### src/rtl/alu_pkg.sv
// Shared widths, opcode encoding and FSM state encoding for the ALU execution unit.
package alu_pkg;

  localparam int unsigned W   = 20;
  localparam int unsigned OPW = 4;
  localparam int unsigned SHW = 4;

  typedef enum logic [OPW-1:0] {
    OpAdd   = 4'd0,
    OpAddc  = 4'd1,
    OpSub   = 4'd2,
    OpInc   = 4'd3,
    OpDec   = 4'd4,
    OpAnd   = 4'd5,
    OpOr    = 4'd6,
    OpXor   = 4'd7,
    OpNot   = 4'd8,
    OpShftl = 4'd9,
    OpShftr = 4'd10,
    OpRotl  = 4'd11,
    OpRotr  = 4'd12,
    OpSwap  = 4'd13,
    OpCmp   = 4'd14,
    OpPass  = 4'd15
  } alu_op_e;

  typedef logic [1:0] exec_state_e;

  localparam exec_state_e StIdle  = 2'd0;
  localparam exec_state_e StExec  = 2'd1;
  localparam exec_state_e StShift = 2'd2;
  localparam exec_state_e StResp  = 2'd3;

endpackage

### src/rtl/alu_exec_unit_core.sv
// Combinational opcode decode and compute for the single-cycle ALU operations.
module alu_core
  import alu_pkg::*;
(
  input  alu_op_e        op_i,
  input  logic [W-1:0]   a_i,
  input  logic [W-1:0]   b_i,
  input  logic           carry_i,
  output logic [W-1:0]   result_o,
  output logic [W-1:0]   result_b_o,
  output logic           carry_o,
  output logic           carry_we_o
);

  logic [W:0] sum;

  always_comb begin
    result_o   = '0;
    result_b_o = '0;
    carry_o    = 1'b0;
    carry_we_o = 1'b0;
    sum        = '0;
    unique case (op_i)
      OpAdd: begin
        sum        = {1'b0, a_i} + {1'b0, b_i};
        result_o   = sum[W-1:0];
        carry_o    = sum[W];
        carry_we_o = 1'b1;
      end
      OpAddc: begin
        sum        = {1'b0, a_i} + {1'b0, b_i} + {{W{1'b0}}, carry_i};
        result_o   = sum[W-1:0];
        carry_o    = sum[W];
        carry_we_o = 1'b1;
      end
      OpSub: begin
        result_o   = a_i - b_i;
        carry_o    = (a_i < b_i);
        carry_we_o = 1'b1;
      end
      OpInc: begin
        sum        = {1'b0, a_i} + (W+1)'(1);
        result_o   = sum[W-1:0];
        carry_o    = sum[W];
        carry_we_o = 1'b1;
      end
      OpDec: begin
        result_o   = a_i - W'(1);
        carry_o    = (a_i == '0);
        carry_we_o = 1'b1;
      end
      OpAnd:  result_o = a_i & b_i;
      OpOr:   result_o = a_i | b_i;
      OpXor:  result_o = a_i ^ b_i;
      OpNot:  result_o = ~a_i;
      // Only zero-count shifts reach the core; non-zero counts run serially in the wrapper.
      OpShftl, OpShftr: result_o = a_i;
      OpRotl: result_o = {a_i[W-2:0], a_i[W-1]};
      OpRotr: result_o = {a_i[0], a_i[W-1:1]};
      OpSwap: begin
        result_o   = b_i;
        result_b_o = a_i;
      end
      OpCmp:  result_o = a_i;
      OpPass: result_o = a_i;
      default: result_o = a_i;
    endcase
  end

endmodule

### src/rtl/alu_exec_unit.sv
// Request/response execution wrapper: FSM, operand and serial-shift registers, flag registers.
module alu_exec_unit
  import alu_pkg::*;
(
  input  logic           clk,
  input  logic           rst_n,
  input  logic           req_valid,
  output logic           req_ready,
  input  logic [OPW-1:0] req_op,
  input  logic [W-1:0]   req_a,
  input  logic [W-1:0]   req_b,
  input  logic [SHW-1:0] req_shamt,
  output logic           rsp_valid,
  input  logic           rsp_ready,
  output logic [W-1:0]   rsp_result,
  output logic [W-1:0]   rsp_result_b,
  output logic           rsp_zero,
  output logic           rsp_sign,
  output logic           rsp_carry
);

  exec_state_e    state_q, state_d;
  alu_op_e        op_q, op_d;
  logic [W-1:0]   a_q, a_d;
  logic [W-1:0]   b_q, b_d;
  logic [W-1:0]   sh_q, sh_d;
  logic [SHW-1:0] cnt_q, cnt_d;
  logic [W-1:0]   res_q, res_d;
  logic [W-1:0]   res_b_q, res_b_d;
  logic           zero_q, zero_d;
  logic           sign_q, sign_d;
  logic           carry_q, carry_d;

  logic [W-1:0]   core_result;
  logic [W-1:0]   core_result_b;
  logic           core_carry;
  logic           core_carry_we;
  logic [W-1:0]   sh_step;
  alu_op_e        req_op_e;
  logic           req_is_shift;

  alu_core u_core (
    .op_i       (op_q),
    .a_i        (a_q),
    .b_i        (b_q),
    .carry_i    (carry_q),
    .result_o   (core_result),
    .result_b_o (core_result_b),
    .carry_o    (core_carry),
    .carry_we_o (core_carry_we)
  );

  assign req_op_e     = alu_op_e'(req_op);
  assign req_is_shift = ((req_op_e == OpShftl) || (req_op_e == OpShftr)) && (req_shamt != '0);
  assign sh_step      = (op_q == OpShftl) ? {sh_q[W-2:0], 1'b0} : {1'b0, sh_q[W-1:1]};

  // Ready is masked by reset so nothing is advertised while the unit is held.
  assign req_ready    = rst_n && (state_q == StIdle);
  assign rsp_valid    = (state_q == StResp);
  assign rsp_result   = res_q;
  assign rsp_result_b = res_b_q;
  assign rsp_zero     = zero_q;
  assign rsp_sign     = sign_q;
  assign rsp_carry    = carry_q;

  always_comb begin
    state_d = state_q;
    op_d    = op_q;
    a_d     = a_q;
    b_d     = b_q;
    sh_d    = sh_q;
    cnt_d   = cnt_q;
    res_d   = res_q;
    res_b_d = res_b_q;
    zero_d  = zero_q;
    sign_d  = sign_q;
    carry_d = carry_q;
    unique case (state_q)
      StIdle: begin
        if (req_valid && req_ready) begin
          op_d    = req_op_e;
          a_d     = req_a;
          b_d     = req_b;
          sh_d    = req_a;
          cnt_d   = req_shamt;
          state_d = req_is_shift ? StShift : StExec;
        end
      end
      StExec: begin
        res_d   = core_result;
        res_b_d = core_result_b;
        if (op_q == OpCmp) begin
          zero_d = (a_q == b_q);
          sign_d = (a_q < b_q);
        end else begin
          zero_d = (core_result == '0);
          sign_d = core_result[W-1];
        end
        if (core_carry_we) begin
          carry_d = core_carry;
        end
        state_d = StResp;
      end
      StShift: begin
        sh_d  = sh_step;
        cnt_d = cnt_q - SHW'(1);
        // The last shift position lands straight in the result registers.
        if (cnt_q == SHW'(1)) begin
          res_d   = sh_step;
          res_b_d = '0;
          zero_d  = (sh_step == '0);
          sign_d  = sh_step[W-1];
          state_d = StResp;
        end
      end
      StResp: begin
        if (rsp_ready) begin
          state_d = StIdle;
        end
      end
      default: state_d = StIdle;
    endcase
  end

  always_ff @(posedge clk or negedge rst_n) begin
    if (!rst_n) begin
      state_q <= StIdle;
      op_q    <= OpAdd;
      a_q     <= '0;
      b_q     <= '0;
      sh_q    <= '0;
      cnt_q   <= '0;
      res_q   <= '0;
      res_b_q <= '0;
      zero_q  <= 1'b0;
      sign_q  <= 1'b0;
      carry_q <= 1'b0;
    end else begin
      state_q <= state_d;
      op_q    <= op_d;
      a_q     <= a_d;
      b_q     <= b_d;
      sh_q    <= sh_d;
      cnt_q   <= cnt_d;
      res_q   <= res_d;
      res_b_q <= res_b_d;
      zero_q  <= zero_d;
      sign_q  <= sign_d;
      carry_q <= carry_d;
    end
  end

endmodule
### config.mk
export PLATFORM = sky130hd
export DESIGN_NAME = alu_exec_unit
export DESIGN_NICKNAME = d
export VERILOG_FILES = /design/src/rtl/alu_pkg.sv /design/src/rtl/alu_exec_unit_core.sv /design/src/rtl/alu_exec_unit.sv
export SDC_FILE = /design/constraint.sdc
export NUM_CORES = 1
export LEC_CHECK = 0
export BUFFER_PORTS_ARGS = -buffer_cell sky130_fd_sc_hd__buf_2
export CAP_MARGIN = 10
export CORE_UTILIZATION = 40
export CTS_BUF_LIST = sky130_fd_sc_hd__clkbuf_16
export DETAILED_ROUTE_END_ITERATION = 8
export HOLD_SLACK_MARGIN = 0.02
export SYNTH_ARGS = -nofsm -noshare
export SYNTH_HDL_FRONTEND = slang
export SYNTH_HIERARCHICAL = 1
export SYNTH_SLANG_ARGS = --single-unit
### constraint.sdc
create_clock -name clk -period 4 [get_ports clk]
set_clock_uncertainty 0.15 [all_clocks]
set_input_delay 0.2 -clock clk [delete_from_list [all_inputs] [get_ports clk]]
set_output_delay 0.2 -clock clk [all_outputs]
set_load 0.01 [all_outputs]
; ---- Word-level counts from Yosys, hierarchy flattened
; Cells that the tools add are included.
[totals]
ff_bits = 113
latchBits = 0
ram_bits = 0
romBits = 0
n_memories = 0
[classes]
addsub = 6
multipliers = 0
div_mod_pow = 0
magnitude_cmp = 1
n_eq_ne = 25
shifts = 0
mux = 24
bitwise_logic = 4
n_reduce_logical = 19
[ops]
columns = op, count
row1 = $pmux 20 s13, 1
row2 = $pmux 20 s2, 3
row3 = $mux 20, 5
row4 = $logic_not 20->1, 3
row5 = $eq 4x4->1 const B, 10
row6 = $add 20x1->21 const B, 1
row7 = $add 20x20->21, 1
row8 = $add 21x1->21, 1
row9 = $and 20x20->20, 1
row10 = $eq 20x20->1, 1
row11 = $lt 20x20->1, 1
row12 = $not 20->20, 1
row13 = $or 20x20->20, 1
row14 = $sub 20x1->20 const B, 1
row15 = $sub 20x20->20, 1
row16 = $xor 20x20->20, 1
row17 = $eq 4x3->1 const B, 4
row18 = $eq 4x1->1 const B, 2
row19 = $eq 4x2->1 const B, 2
row20 = $mux 2, 4
row21 = $pmux 2 s4, 1
row22 = $pmux 4 s2, 1
row23 = $reduce_and 2->1, 4
row24 = $mux 1, 5
row25 = other kinds (17), 23

; ---- Longest topological paths before layout
[depth]
word_depth = 6
ltp_mapped = 20
ltp_nobuf = 19

; ---- By module
; The synthesis kept the hierarchy.
[modules_own_cells]
columns = module, instances, cells_per_inst, area_each_um2, seq_area_each_um2
row1 = alu_exec_unit, 1, 541, 5606.6, 2827.7
row2 = alu_core, 1, 872, 5377.7, 0.0

; ---- Least setup slack after synthesis
; Ideal clock, no wire load.
[synth_timing]
path_kind = register to register
startpoint = register a_q[11]
endpoint = register zero_q, in the netlist rsp_zero
arrival_time_ns = 4.214
path_slack_ns = -0.430
path_stages_with_launch = 19
path_buffers = 2
synth_period_minus_slack_ns = 4.430
path_cell_list = dfrtp_1 clkbuf_1 inv_1 ha_1 clkbuf_1 nand2_1 o21ai_0 mux2_2 a21oi_1 nand2_1 or4_1 nor2_1 a21oi_1 o22a_1 nor4_1 and4_1 nand3_1 o41ai_1 a221o_1
[synth_via]
elab_chain_cells = 6
elab_cells_between_ends = 14
cone_classes = add/sub: 5 / eq/ne: 1 / mux: 3 / bitwise: 4 / reduce/logical: 1
[synth_rtl]
columns = item, line
row1 = "start, declared", alu_exec_unit.sv:24  ; logic [W-1:0] a_q, a_d;
row2 = "start signal, assigned", alu_exec_unit.sv:129  ; a_q <= '0;
row3 = "start signal, assigned", alu_exec_unit.sv:141  ; a_q <= a_d;
row4 = $add 20x20->21, "alu_exec_unit_core.sv:25, alu_exec_unit_core.sv:31"
row5 = $add 21x1->21, alu_exec_unit_core.sv:31  ; sum = {1'b0, a_i} + {1'b0, b_i} + {{W{1'b0}}, carry_i};
row6 = $pmux 20 s13 *, alu_exec_unit_core.sv:23  ; unique case (op_i)
row7 = via core_result[17], alu_exec_unit.sv:34  ; logic [W-1:0] core_result;
row8 = $logic_not 20->1 *, alu_exec_unit.sv:96  ; zero_d = (core_result == '0);
row9 = $mux 1 *, alu_exec_unit.sv:92  ; if (op_q == OpCmp) begin
row10 = $pmux 1 s2 *, alu_exec_unit.sv:78  ; unique case (state_q)
row11 = "end signal, assigned", alu_exec_unit.sv:147  ; zero_q <= zero_d;
row12 = "end, declared", alu_exec_unit.sv:30  ; logic zero_q, zero_d;
; Mark *: on every way through the listed nets, which the timed path passes. The rest lies on a longest branch.
; A chain may end at the register's enable or synchronous reset.

; ---- Worst setup path in the final report
[layout_timing]
startpoint = register b_q[0]
endpoint = register zero_q, in the netlist rsp_zero
[layout_via]
elab_chain_cells = 6
elab_cells_between_ends = 11
cone_classes = add/sub: 3 / eq/ne: 1 / mux: 3 / bitwise: 3 / reduce/logical: 1
[layout_rtl]
columns = item, line
row1 = "start, declared", alu_exec_unit.sv:25  ; logic [W-1:0] b_q, b_d;
row2 = "start signal, assigned", alu_exec_unit.sv:130  ; b_q <= '0;
row3 = "start signal, assigned", alu_exec_unit.sv:142  ; b_q <= b_d;
row4 = $add 20x20->21, "alu_exec_unit_core.sv:25, alu_exec_unit_core.sv:31"
row5 = $add 21x1->21, alu_exec_unit_core.sv:31
row6 = $pmux 20 s13 *, alu_exec_unit_core.sv:23
row7 = via core_result[18], alu_exec_unit.sv:34
row8 = $logic_not 20->1 *, alu_exec_unit.sv:96
row9 = $mux 1 *, alu_exec_unit.sv:92
row10 = $pmux 1 s2 *, alu_exec_unit.sv:78
; Marks and branches as above.

==> impl_metrics.json <==
{
  "gr-usage-met3_pct": 5.058,
  "grt.overflow.total": 0,
  "seq_area_frac_synth_pct": 25.74,
  "track_usage_pct": 33.36,
  "final.fill_count": 2550,
  "synthArstFlopShare_pct": 100.0,
  "synth-edff-count": 0,
  "fin_nets": 1901,
  "gr-usage-met1_pct": 44.00,
  "setup_viol": 4,
  "startpoint_type": "register",
  "die_w_um": 167.7,
  "fin_crit_sh_pct": 107.8,
  "grt_max_degree": 83,
  "hold_class": "in2reg",
  "syn2layout_area_growth_pct": 37.67,
  "r2r-end": "rsp_zero",
  "cp-endpoint": "rsp_zero",
  "worstSetupStartpoint": "b_q[0]",
  "wirelength_um": 46730,
  "final_cell_mix": "buf_4 (263), nand2_1 (145), dfrtp_1 (112)",
  "cts.sinks": 113,
  "num_vias": 12580,
  "grt_first_pass_wirelength_um": 71480,
  "rrSetupSlack_ns": -0.31,
  "cap_violations": 0,
  "outcome": "complete, but fails checks",
  "tightestPinTransition_ns": 1.102,
  "instances_no_fill": 2109,
  "r2r_start": "b_q[0]",
  "antenna_found_initial": 0,
  "worst_slack_ns": -0.3125,
  "cp.arrival_ns": 4.54,
  "initial_core_util_pct": 40.76,
  "yosysTopAreaCellShare_pct": 25.74,
  "wl_per_cell_um": 22.16,
  "synth_fp_nets": 1558,
  "hold_viol": 0,
  "avgSynthCellArea_um2": 7.774,
  "clk_path_buf_depth": 2,
  "worstSetupPathType": "reg2reg",
  "row_count": 60,
  "cts_root_buf": "clkbuf_16",
  "required_ns": 4.22,
  "layout-drive-gt1-share_pct": 29.92,
  "synth_flop_cell": "dfrtp_1",
  "cts.clk_slew.worst_paths_ns": 0.06,
  "synth_cells": 1413,
  "multi_input_area_um2": 7864,
  "min_period_ns": 4.313,
  "cts_made_buffers": 17,
  "grt-busiest-layer": "met2",
  "mostFrequentLayoutCell": "buf_4",
  "maxSlewViolCount": 0,
  "synth_cell_types": 81,
  "place.detailed.hpwl_um": 35770,
  "drt_iter0_drc": 1344,
  "core_area_um2": 26950,
  "io_buffer_count": 96,
  "crit_fanout": 4,
  "cts_max_level": 4,
  "dieArea_um2": 28130,
  "grt_pass1_vias": 12210,
  "gp_congestion": 0.9804,
  "firstDrtPassIters": 6,
  "drcViolationCount": 0,
  "post-place-cells": 2016,
  "ant_nets": 0,
  "cts_tree": "built",
  "antenna_cells": 0,
  "maxSlewHeadroom_pct": 26.26,
  "seq_area_um2": 2829,
  "pin_count": 97,
  "viasPerCell": 5.966,
  "insertion_delay_ns": 0.44,
  "postLayoutCoreUtil_pct": 56.11,
  "synth-seq-cells": 113,
  "synth_area_leaders": "dfrtp_1 (26%), ha_1 (10%), a21oi_1 (5.2%)",
  "yosysWarningCount": 6,
  "crit_path_end_kind": "register",
  "rr_worst_depth": 19,
  "synth_area_um2": 10980,
  "gr-usage-met2_pct": 53.46,
  "violations": "negative setup slack",
  "grt_setup_unrepaired": "true",
  "fp.dieH_um": 167.7,
  "netlist.top_cell.by_area": "dfrtp_1",
  "max_freq_ghz": 0.2319
}
==> synth_stat cells, drive strengths merged (18+ instances only) <==
cell	n
nand2	147
a21oi	115
dfrtp	113
nor2	107
o21ai	106
inv	92
ha	91
clkbuf	61
nand3	60
nor3	54
mux2	48
xnor2	35
buf	31
o211ai	28
a221oi	21
a22o	20
a22oi	19
nand2b	18
nor4	18
==> metal layers <==
metal,wire length (um),vias to the layer above
met2,21230,577
met3,3341,110
met4,2174,0
met1,19980,6063
met5,0,-
li1,-,5833
==> metrics by stage <==
step | area [um2] | hold slack, ns | setup TNS (ns) | worst slack (ns)
final | 15120 | 0.05920 | -0.5210 | -0.3125
after global routing | 15120 | 0.08627 | -1.288 | -0.5806
after CTS | 14920 | 0.04816 | -0.3278 | -0.1553
after detailed placement | 13600 | 0.2214 | -0.9351 | -0.4234
after global placement | 13600 | 0.2253 | -0.6604 | -0.2997
after floorplan | 11130 | -0.2456 | -0.004516 | -0.004516
==> state kept, by name, indices dropped and copies added (netlist names) <==
name / flops
a_q: 20
b_q: 20
rsp_result: 20
rsp_result_b: 20
sh_q: 20
cnt_q: 4
op_q: 4
state_q: 2
rsp_carry: 1
rsp_sign: 1
rsp_zero: 1
==> worst min path at each step <==
| stage | endpoint | start | depth (start not counted) | slack (ns) |
|---|---|---|---|---|
| finish | state_q[0] | rsp_ready | 4 | 0.06 |
| global route | state_q[0] | rsp_ready | 4 | 0.09 |
| CTS | state_q[0] | rsp_ready | 4 | 0.05 |
| detailed placement | state_q[0] | rst_n | 2 | 0.22 |
| global placement | state_q[0] | rst_n | 2 | 0.23 |
| floorplan | a_q[0] | rst_n | 0 | -0.25 |
==> kinds of logic after synthesis <==
family                   synth area share [%]
AND/OR/NAND/NOR                         20.97
AO/OA/AOI/OAI                           26.30
buffers and inverters                   6.834
flip-flops                              25.74
adder cells (fa/ha/maj)                 10.73
multiplexers                            5.832
XOR/XNOR                                3.588
==> timing repair <==
item / in CTS / in global routing
setup buffers: 8 / 5
endpoints found under the setup margin: 4 / 9
pin swaps: 25 / 25
hold buffers: 50 / 0
hold endpoints to repair: 116 / 0
gates resized for setup: 36 / 33
==> critical path, cell delays in order (launching register included) <==
cell	delay, ns
dfrtp_1	0.38
ha_2	0.20
inv_2	0.04
fa_2	0.36
nor2b_4	0.13
o31a_1	0.29
buf_6	0.16
o21ai_4	0.05
a211o_1	0.33
a31oi_2	0.23
nand4_1	0.25
nor4_2	0.38
nand2_1	0.11
xor2_1	0.22
o22ai_2	0.10
nor4_1	0.23
and4_1	0.27
nand3_1	0.10
o41ai_2	0.07
a221o_1	0.19
==> cell type report <==
class                      instances  area share, %
clock buffer                      17          2.813
inverter                          93          2.325
clock inverter                    14         0.9929
multi-input combinational       1115          52.00
sequential                       113          18.71
timing repair buffer             416          20.34
tap                              341          2.821
Power is left out: the tool's default activity adds up to more than one toggle a clock period on the data nets, which glitch-free logic cannot reach.
